<file path="config.mk">
export PLATFORM = sky130hd
export DESIGN_NAME = e2prom_rw_ctrl
export DESIGN_NICKNAME = d
export VERILOG_FILES = /design/src/rtl/e2prom_pkg.sv /design/src/rtl/e2prom_rw_ctrl.sv
export SDC_FILE = /design/constraint.sdc
export NUM_CORES = 1
export LEC_CHECK = 0
export ABC_AREA = 1
export ABC_CLOCK_PERIOD_IN_PS = 3700
export BUFFER_PORTS_ARGS = -buffer_cell sky130_fd_sc_hd__clkbuf_2
export CAP_MARGIN = 20
export CELL_PAD_IN_SITES_DETAIL_PLACEMENT = 0
export CELL_PAD_IN_SITES_GLOBAL_PLACEMENT = 1
export CORE_ASPECT_RATIO = 1.4
export CORE_MARGIN = 8
export CORE_UTILIZATION = 43
export DETAILED_ROUTE_END_ITERATION = 8
export PLACE_DENSITY_LB_ADDON = 0.1
export SYNTH_ARGS = -nofsm -noshare
export SYNTH_HDL_FRONTEND = slang
export SYNTH_SLANG_ARGS = --single-unit
</file>
<file path="constraint.sdc">
create_clock -name clk -period 3.7 [get_ports clk]
set_clock_uncertainty 0.15 [all_clocks]
set_input_delay 0.37 -clock clk [delete_from_list [all_inputs] [get_ports clk]]
set_output_delay 0.37 -clock clk [all_outputs]
set_load 0.005 [all_outputs]
</file>
<file path="src/rtl/e2prom_pkg.sv">
// Shared state encoding and test pattern for the E2PROM write/read-back sequencer.
// No logic: types, constants and a pure function only.
package e2prom_pkg;

  typedef enum logic [2:0] {
    IDLE    = 3'd0,
    WR_REQ  = 3'd1,
    WR_WAIT = 3'd2,
    WR_GAP  = 3'd3,
    RD_REQ  = 3'd4,
    RD_WAIT = 3'd5,
    PASS    = 3'd6,
    FAIL    = 3'd7
  } e2prom_state_t;

  localparam logic [7:0] PAT_XOR = 8'hA5;

  // Only the low address byte feeds the pattern, so callers pass addr[7:0].
  function automatic logic [7:0] e2prom_pattern(input logic [7:0] addr_lo);
    return addr_lo ^ PAT_XOR;
  endfunction

endpackage

</file>
<file path="src/rtl/e2prom_rw_ctrl.sv">
// Purpose: write pattern to BYTE_NUM E2PROM bytes, wait tWR after each, read back and compare.
// Latency: exec one clk after entering a request state; reads back-to-back, writes spaced by WR_WAIT_CYCLES.
// Backpressure: one transaction outstanding; waits indefinitely on i2c_done, which the driver times out.
module e2prom_rw_ctrl
  import e2prom_pkg::*;
#(
  parameter int         BYTE_NUM       = 256,
  parameter int         WR_WAIT_CYCLES = 5000,
  parameter logic       BIT_CTRL       = 1'b1
) (
  input  logic        clk,
  input  logic        rst_n,
  output logic        i2c_exec,
  output logic        i2c_rh_wl,
  output logic        bit_ctrl,
  output logic [15:0] i2c_addr,
  output logic [7:0]  i2c_data_w,
  input  logic        i2c_done,
  input  logic        i2c_ack,
  input  logic [7:0]  i2c_data_r,
  output logic        rw_done,
  output logic        rw_result,
  output logic [15:0] err_addr
);

  localparam int          WCW       = (WR_WAIT_CYCLES > 1) ? $clog2(WR_WAIT_CYCLES) : 1;
  localparam int          WLAST     = (WR_WAIT_CYCLES > 0) ? WR_WAIT_CYCLES - 1 : 0;
  localparam logic [16:0] LAST_ADDR = 17'(BYTE_NUM - 1);

  e2prom_state_t  state;
  logic [16:0]    addr_cnt;
  logic [WCW-1:0] wait_cnt;
  logic           gap_last;
  logic           addr_last;
  logic [7:0]     exp_data;

  assign bit_ctrl  = BIT_CTRL;
  // WR_WAIT_CYCLES of 0 and 1 both collapse to a single gap cycle.
  assign gap_last  = (wait_cnt == WCW'(WLAST));
  assign addr_last = (addr_cnt == LAST_ADDR);
  assign exp_data  = e2prom_pattern(addr_cnt[7:0]);

  always_ff @(posedge clk) begin
    if (!rst_n) begin
      state      <= IDLE;
      addr_cnt   <= '0;
      wait_cnt   <= '0;
      i2c_exec   <= 1'b0;
      i2c_rh_wl  <= 1'b0;
      i2c_addr   <= '0;
      i2c_data_w <= '0;
      rw_done    <= 1'b0;
      rw_result  <= 1'b0;
      err_addr   <= '0;
    end else begin
      i2c_exec <= 1'b0;
      case (state)
        IDLE: state <= WR_REQ;

        WR_REQ: begin
          i2c_rh_wl  <= 1'b0;
          i2c_addr   <= addr_cnt[15:0];
          i2c_data_w <= exp_data;
          i2c_exec   <= 1'b1;
          state      <= WR_WAIT;
        end

        WR_WAIT: begin
          if (i2c_done) begin
            if (i2c_ack) begin
              err_addr  <= addr_cnt[15:0];
              rw_done   <= 1'b1;
              rw_result <= 1'b0;
              state     <= FAIL;
            end else begin
              state <= WR_GAP;
            end
          end
        end

        WR_GAP: begin
          if (gap_last) begin
            wait_cnt <= '0;
            if (addr_last) begin
              addr_cnt <= '0;
              state    <= RD_REQ;
            end else begin
              addr_cnt <= addr_cnt + 17'd1;
              state    <= WR_REQ;
            end
          end else begin
            wait_cnt <= wait_cnt + 1'b1;
          end
        end

        RD_REQ: begin
          i2c_rh_wl <= 1'b1;
          i2c_addr  <= addr_cnt[15:0];
          i2c_exec  <= 1'b1;
          state     <= RD_WAIT;
        end

        RD_WAIT: begin
          if (i2c_done) begin
            if (i2c_ack || (i2c_data_r != exp_data)) begin
              err_addr  <= addr_cnt[15:0];
              rw_done   <= 1'b1;
              rw_result <= 1'b0;
              state     <= FAIL;
            end else if (addr_last) begin
              rw_done   <= 1'b1;
              rw_result <= 1'b1;
              state     <= PASS;
            end else begin
              addr_cnt <= addr_cnt + 17'd1;
              state    <= RD_REQ;
            end
          end
        end

        PASS: begin
          rw_done   <= 1'b1;
          rw_result <= 1'b1;
        end

        FAIL: begin
          rw_done   <= 1'b1;
          rw_result <= 1'b0;
        end

        default: state <= IDLE;
      endcase
    end
  end

endmodule

</file>
==> metrics.cfg, run 1 <==
[run_status]
status=finished clean

[floorplan]
dieArea_mm2=0.0125
rows=41
fp.dieH_um=129
core_region_area_mm2=0.00893
die_x_um=96.7
start_util_pct=43.9
ios=57

[global_routing]
grt_max_degree=56
grt_pass1_wl_um=18500
first_global_vias=3761
antenna_found_initial=0
grt_usage_pct=18.3
grt_overflow=0

[timing]
tns_ps=0
relSlewSlack_pct=43.0
timing.hold.ws_ps=304
worst_pin_slew_ps=853
fin_crit_sh_pct=68.3
fin_crit_ps=2530
max_freq_ghz=0.396
finalWorstSetupSlack_ps=1170
drv_slew=0
finalHoldViolations=0
rsz0062_at_grt=false
setup-violations-final=0

[logic_synthesis]
synth.area.top_cells=dfxtp_1 (39%), nand2_1 (14%), a21oi_1 (8.4%), nand3_1 (7.7%), nor2_1 (7.7%)
ys_seq_area_share_pct=39.3
syn_inst=598
ys_ff_latch=77
synth.cell_area_mm2=0.00392
yosys_warnings=0
syn-num-nets=614
yosysTopAreaCellShare_pct=39.3
synth_cell_types=26
synth.avg_cell_area_um2=6.55
synth_top_area_cell=dfxtp_1

[worst_setup_path]
critPathKind=reg2reg
required_ps=3770
cp_max_fo=22
crit_arrival_ps=2600
reg2reg_from=state[1]$_SDFFE_PN0P_
critPathCaptureType=flop
reg2reg_depth=9
critPathLaunchType=flop
ff2ff_setup_slack_ps=1170
r2r-end=addr_cnt[0]$_SDFFE_PN0P_

[routing]
first_pass_iters=4
viasPerCell=5.26
drc=0
drt_iter0_drc=246
wl_per_cell_um=15.2
vias=3960
antenna_left=0
routed_wl_um=11400

[placement]
dp_slack_ps=1190
gp_congestion=0.851
dp_hpwl_um=8390
numPortBuffers=55

[layout]
multi_input_area_mm2=0.00200
fill_cells=957
drive_gt1_share_pct=12.7
seq_area_mm2=0.00154
syn2layout_area_growth_pct=15.6
finalNetCount=657
num_antenna_cells=0

[power]
vdd_drop_max_mv=0.411
power.density_mw_per_mm2=575
static-leakage-power_nw=2.05
p_total_w=0.00260

[worst_hold_path]
min_delay_worst_endpoint=rw_done$_SDFFE_PN0P_
hold_depth=2
min-delay-start=rw_done$_SDFFE_PN0P_
hp-class=reg2reg

[cts]
cts_buffers=9
cts_setup_buffers=0
cts-root-buf=clkbuf_16
clock_latency_ps=330
cts_tree=done
clkTransAtPathRegs_ps=60
numClockSinks=77
cts.path.max_buffers=2
postCtsHoldBufs=0
cts_resized=0
htree_levels=3

[run]
maxCapViolations=0

==> worst max-delay path by stage <==
stage                                  start                        end  slack, ps
floorplan           addr_cnt[1]$_SDFFE_PN0P_  addr_cnt[10]$_SDFFE_PN0P_       1890
global placement       state[1]$_SDFFE_PN0P_   addr_cnt[0]$_SDFFE_PN0P_       1240
detailed placement     state[1]$_SDFFE_PN0P_  i2c_addr[10]$_SDFFE_PN0P_       1190
CTS                    state[1]$_SDFFE_PN0P_   addr_cnt[0]$_SDFFE_PN0P_       1180
global route           state[1]$_SDFFE_PN0P_  i2c_addr[12]$_SDFFE_PN0P_        860
finish                 state[1]$_SDFFE_PN0P_   addr_cnt[0]$_SDFFE_PN0P_       1170
==> per-layer routing <==
metal,vias up,track usage [%],share of wire [%]
met5,-,0,0
met4,0,8.17,2.6
met3,21,3.86,4.5
met2,89,32.9,52
met1,1839,20.1,41
li1,2011,-,-
==> flip-flops by register name, summed over array words and instances (netlist names) <==
signal,cells
addr_cnt,17
i2c_exec,1
wait_cnt,13
i2c_rh_wl,1
i2c_addr,16
rw_done,1
err_addr,16
state,3
i2c_data_w,8
rw_result,1
==> through the flow <==
| stage | cells | utilization (%) | cell area, µm² |
|---|---|---|---|
| detailed placement | 737 | 47.5 | 4240 |
| CTS | 753 | 50.7 | 4530 |
| global route | 753 | 50.7 | 4530 |
| floorplan | 598 | - | 3920 |
| finish | 753 | 50.7 | 4530 |
| global placement | 737 | 47.5 | 4240 |
==> cell usage after synthesis <==
cell type,count
inv_2,2
nor2_1,80
a211o_1,1
nor2_8,1
a21oi_2,1
clkbuf_1,13
nand4_1,14
nor2_4,1
xor2_1,10
nor3_1,6
xnor2_1,1
dfxtp_1,77
buf_4,2
nand3_2,1
buf_2,11
a21oi_1,66
clkbuf_2,1
nand3_1,60
conb_1,1
ha_1,4
inv_1,65
buf_6,1
nand2_1,144
o21ai_0,30
o31ai_1,3
nor3_2,2
==> logic make-up after synthesis <==
kind of cell	after synthesis	share of synthesized area (%)
and+or+nand+nor	309	33.7
AOI/OAI and AO/OA	101	13.3
buffers and inverters	95	9.87
DFF	77	39.3
xor gates and xnor gates	11	2.46
adders and majority gates	4	1.28
other	1	0.0957
==> critical path, stage by stage (launching register included) <==
cell	delay [ps]
dfxtp_1	350
inv_1	420
nand3_1	300
nor2_1	160
nor2_1	70
a21oi_2	110
buf_4	270
nand3_2	290
a21oi_1	240
nor2_1	70
==> final cells by class <==
class                      count  share of cell area, %
tap                          107                   2.96
clock inverter                 5                   1.33
multi-input combinational    426                   44.1
inverter                      67                   5.55
clock buffer                  11                   5.14
timing repair buffer          60                   6.91
sequential                    77                   34.0
==> layout by cell type, fill, tap and decap left out, types with 2 or more instances in the layout <==
master	n
nand4_1	14
nor3_1	6
o31ai_1	3
nand3_1	60
clkbuf_1	2
inv_2	2
clkbuf_2	55
dfxtp_1	77
ha_1	4
nand2_1	144
xor2_1	10
buf_4	5
o21ai_0	30
nor2_1	80
inv_1	65
clkbuf_16	9
a21oi_1	66
==> power by group <==
group	internal (W)	switching [W]
Clock	0.000525	0.000350
Combinational	0.000242	0.000423
Sequential	0.000977	0.0000876
(Power assumes the default switching activity.)
==> inputs of run 2 (changes only) <==
- ABC_CLOCK_PERIOD_IN_PS: 3700 -> 2000
- CORE_UTILIZATION: 43 -> 36
- clock period: 3.7 -> 2 ns (I/O delays scaled with it)
==> metrics.cfg, run 2 (synthesis gave the netlist of run 1 again) <==
[routing]
drt_iter0_drc=232
antenna_left=0
routed_wl_um=12300
drc=0
viasPerCell=4.89
vias=4052
wl_per_cell_um=14.9
first_pass_iters=4

[cts]
postCtsHoldBufs=0
cts_buffers=9
cts.path.max_buffers=2
cts_tree=done
numClockSinks=77
clkTransAtPathRegs_ps=70
cts-root-buf=clkbuf_16
htree_levels=3
clock_latency_ps=340

[power]
power.density_mw_per_mm2=981
vdd_drop_max_mv=0.489
static-leakage-power_nw=2.28
p_total_w=0.00494

[global_routing]
grt_pass1_wl_um=19500
grt_max_degree=34
antenna_found_initial=0
first_global_vias=3871
grt_usage_pct=16.6
grt_overflow=0

[worst_setup_path]
crit_slowest_cell=dfxtp_4
required_ps=2080
crit_arrival_ps=1950
critPathKind=reg2reg
crit_buf_inv=1
critPathLaunchType=flop
critPathCaptureType=flop
cp_max_fo=7
worstPathCellList=ha_2, nand3_2, nor3_4, nand3_1, buf_4, a21oi_1, nand3_1, nand2_1, nor2_1
max_stage_delay_ps=370
path_common_cell=nand3_1
path_delay_family=simple AND/OR/NAND/NOR gates

[timing]
tns_ps=0
setup-violations-final=0
fin_crit_ps=1860
timing.hold.ws_ps=145
rsz0062_at_grt=true
fin_crit_sh_pct=93.2
max_freq_ghz=0.536
drv_slew=0
finalHoldViolations=0

[layout]
fill_cells=1148
layoutNonFillerInstCount=828
mostFrequentLayoutCells=nand2_1 (142), nor2_1 (74), dfxtp_1 (71)
finalNetCount=698
reg_top3=addr_cnt x17, err_addr x16, i2c_addr x16
largest-register=addr_cnt
syn2layout_area_growth_pct=28.6
final_common_cell=nand2_1
drive_gt1_share_pct=21.1
largest_reg_flops=17
num_antenna_cells=0
finalInstanceArea_mm2=0.00504

[placement]
numPortBuffers=55
gp_congestion=0.828
post-place-cells=807
place_area_mm2=0.00459
dp_hpwl_um=9130

[floorplan]
fp.dieH_um=139
dieArea_mm2=0.0145
ios=57
die_x_um=104
core_region_area_mm2=0.0108
rows=45
start_util_pct=36.4

[run]
maxCapViolations=0

[worst_hold_path]
hp-class=in2reg

[run_status]
status=finished clean

run 2: final timing paths:
| kind | startpoint | end | slack (ps) | depth (start not counted) |
|---|---|---|---|---|
| worst max-delay path | addr_cnt[0]$_SDFFE_PN0P_ | addr_cnt[7]$_SDFFE_PN0P_ | 140 | 9 |
| worst min-delay path | rst_n | err_addr[1]$_SDFFE_PN0P_ | 140 | 3 |
| worst max register to register | addr_cnt[0]$_SDFFE_PN0P_ | addr_cnt[7]$_SDFFE_PN0P_ | 140 | 9 |
| worst min register to register | i2c_data_w[7]$_SDFFE_PN0P_ | i2c_data_w[7]$_SDFFE_PN0P_ | 310 | 2 |
run 2: metrics by stage:
step / setup WS, ps / utilization (%)
after floorplan: 188 / -
after global placement: 20.6 / 42.7
after detailed placement: 18.2 / 42.7
after CTS: 11.1 / 45.3
after global routing: 0.423 / 46.9
final: 136 / 46.9
run 2: final cells by class:
| cell class | count | area (µm²) | area share [%] |
|---|---|---|---|
| Clock inverter | 7 | 57.6 | 1.14 |
| Multi-Input combinational cell | 426 | 2060 | 40.9 |
| Sequential cell | 77 | 1550 | 30.8 |
| Clock buffer | 9 | 225 | 4.47 |
| Inverter | 67 | 251 | 4.99 |
| Timing Repair Buffer | 101 | 713 | 14.2 |
| Tap cell | 141 | 176 | 3.50 |
run 2: timing repair:
action,CTS,global route
endpoints found under the setup margin,0,40
resized for setup,0,29
setup buffers,0,2
run 2: metal layers:
| metal | vias to the layer above | part of all wire [%] | GRT usage (%) |
|---|---|---|---|
| met5 | - | 0 | 0 |
| met4 | 0 | 1.8 | 6.50 |
| met3 | 15 | 2.8 | 3.65 |
| met2 | 65 | 54 | 30.5 |
| met1 | 1877 | 42 | 17.9 |
| li1 | 2095 | - | - |
run 2: worst reg2reg max path, delay by kind of cell, from the launching register on:
kind                     cells  cell delay, ps
AO/OA/AOI/OAI                1             130
adder cells (fa/ha/maj)      1             190
buffers and inverters        1             190
flip-flops                   1             370
AND/OR/NAND/NOR              6             730
run 2: where the power goes:
group | internal (W) | switching [W]
clock network | 0.000859 | 0.000717
registers | 0.00181 | 0.000162
logic | 0.000579 | 0.000819
==> inputs of run 3 (changes only) <==
- CELL_PAD_IN_SITES_DETAIL_PLACEMENT: 0 -> default
- CELL_PAD_IN_SITES_GLOBAL_PLACEMENT: 1 -> default
- CORE_UTILIZATION: 36 -> 50
- PLACE_DENSITY: default -> 0.73
- PLACE_DENSITY_LB_ADDON: 0.1 -> default
==> metrics.cfg, run 3 (synthesis gave the netlist of run 1 again) <==
[routing]
viasPerCell=5.38
routed_wl_um=11200
wl_per_cell_um=14.4
antenna_left=0
first_pass_iters=6
drc=0
drt_iter0_drc=440
vias=4157

[power]
static-leakage-power_nw=2.18
p_total_w=0.00467
power.density_mw_per_mm2=982
vdd_drop_max_mv=0.736

[worst_setup_path]
critPathLaunchType=flop
max_stage_delay_ps=390
crit_arrival_ps=2050
required_ps=2110
crit_slowest_cell=dfxtp_4
worstPathCellList=ha_1, nand3_2, nor3_4, nand3_1, buf_4, a21oi_1, nand4_1, nand2_1, inv_1
critPathKind=reg2reg
critPathCaptureType=flop
cp_max_fo=5

[placement]
numPortBuffers=55
place_area_mm2=0.00443
gp_congestion=0.925
dp_hpwl_um=8200

[layout]
largest-register=addr_cnt
finalCoreUtilization_pct=61.8
syn2layout_area_growth_pct=21.5
finalInstanceArea_mm2=0.00476
drive_gt1_share_pct=18.7
mostFrequentLayoutCells=nand2_1 (142), nor2_1 (78), dfxtp_1 (72)
final_common_cell=nand2_1
fill_cells=745
largest_reg_flops=17
finalNetCount=685
num_antenna_cells=0
reg_top3=addr_cnt x17, err_addr x16, i2c_addr x16

[global_routing]
grt_max_degree=34
antenna_found_initial=0
met2_usage_pct=37.0
grt_overflow=0
busiest_layer=met2
grt_usage_pct=20.1
grt_pass1_wl_um=18000
first_global_vias=3832
grtUsageMet1_pct=20.3
grt_use_met3_pct=4.78

[timing]
finalHoldViolations=0
setup-violations-final=0
max_freq_ghz=0.516
drv_slew=0
timing.hold.ws_ps=177
fin_crit_ps=1940
fin_crit_sh_pct=96.9

[cts]
cts_tree=done
clock_latency_ps=360
cts.path.max_buffers=2
clkTransAtPathRegs_ps=90
numClockSinks=77
postCtsHoldBufs=0
cts-root-buf=clkbuf_8
cts_buffers=9
htree_levels=3

[floorplan]
rows=38
ios=57
start_util_pct=50.9
die_x_um=90.8
dieArea_mm2=0.0110
fp.dieH_um=121
core_region_area_mm2=0.00770

[worst_hold_path]
hp-class=in2reg

[run]
maxCapViolations=0

[run_status]
status=finished clean

run 3: cell type report:
class | instances | area, µm² | area share [%]
Multi-Input combinational cell | 426 | 2060 | 43.2
Sequential cell | 77 | 1550 | 32.6
Timing Repair Buffer | 88 | 553 | 11.6
Inverter | 67 | 251 | 5.28
Clock buffer | 10 | 138 | 2.89
Tap cell | 100 | 125 | 2.63
Clock inverter | 5 | 85.1 | 1.79
run 3: worst paths after layout:
check	start	to	slack [ps]	cells past startpoint
setup reg to reg	addr_cnt[1]$_SDFFE_PN0P_	state[0]$_SDFFE_PN0P_	60	9
setup / recovery	addr_cnt[1]$_SDFFE_PN0P_	state[0]$_SDFFE_PN0P_	60	9
hold reg to reg	rw_done$_SDFFE_PN0P_	rw_done$_SDFFE_PN0P_	310	2
hold / removal	rst_n	err_addr[3]$_SDFFE_PN0P_	180	4
run 3: critical path, delay by kind of cell (launching register included):
| family | cells | cell delay [ps] |
|---|---|---|
| AND/OR/NAND/NOR | 5 | 720 |
| AO/OA/AOI/OAI | 1 | 170 |
| adder cells (fa/ha/maj) | 1 | 190 |
| flip-flops | 1 | 390 |
| buffers and inverters | 2 | 210 |
run 3: per-layer routing:
metal  wire length, µm  part of all wire (%)  up-vias
met1              4200                    38     1895
met4               513                   4.6        0
met5                 0                     0        -
met3               563                   5.0       49
li1                  -                     -     2063
met2              5880                    53      150
run 3: power by group:
part	switching, W	internal (W)	leakage [nW]
Sequential	0.000166	0.00181	0.628
Clock	0.000595	0.000734	0.109
Combinational	0.000830	0.000544	1.44
Total	0.00159	0.00308	2.18
run 3: stage by stage:
stage	worst slack, ps	std cells	TNS (ps)
after floorplan	188	598	0
final	61.6	773	0
after CTS	34.8	769	0
after global routing	-57.5	773	-352
after global placement	-40.3	754	-41.8
after detailed placement	-20.6	754	-36.8
run 3: repair_timing:
action | in CTS | in global routing
gates resized for setup | 3 | 20
pin swaps | 0 | 3
endpoints found under the setup margin | 12 | 40
buffers inserted | 0 | 3
cloned | 0 | 1
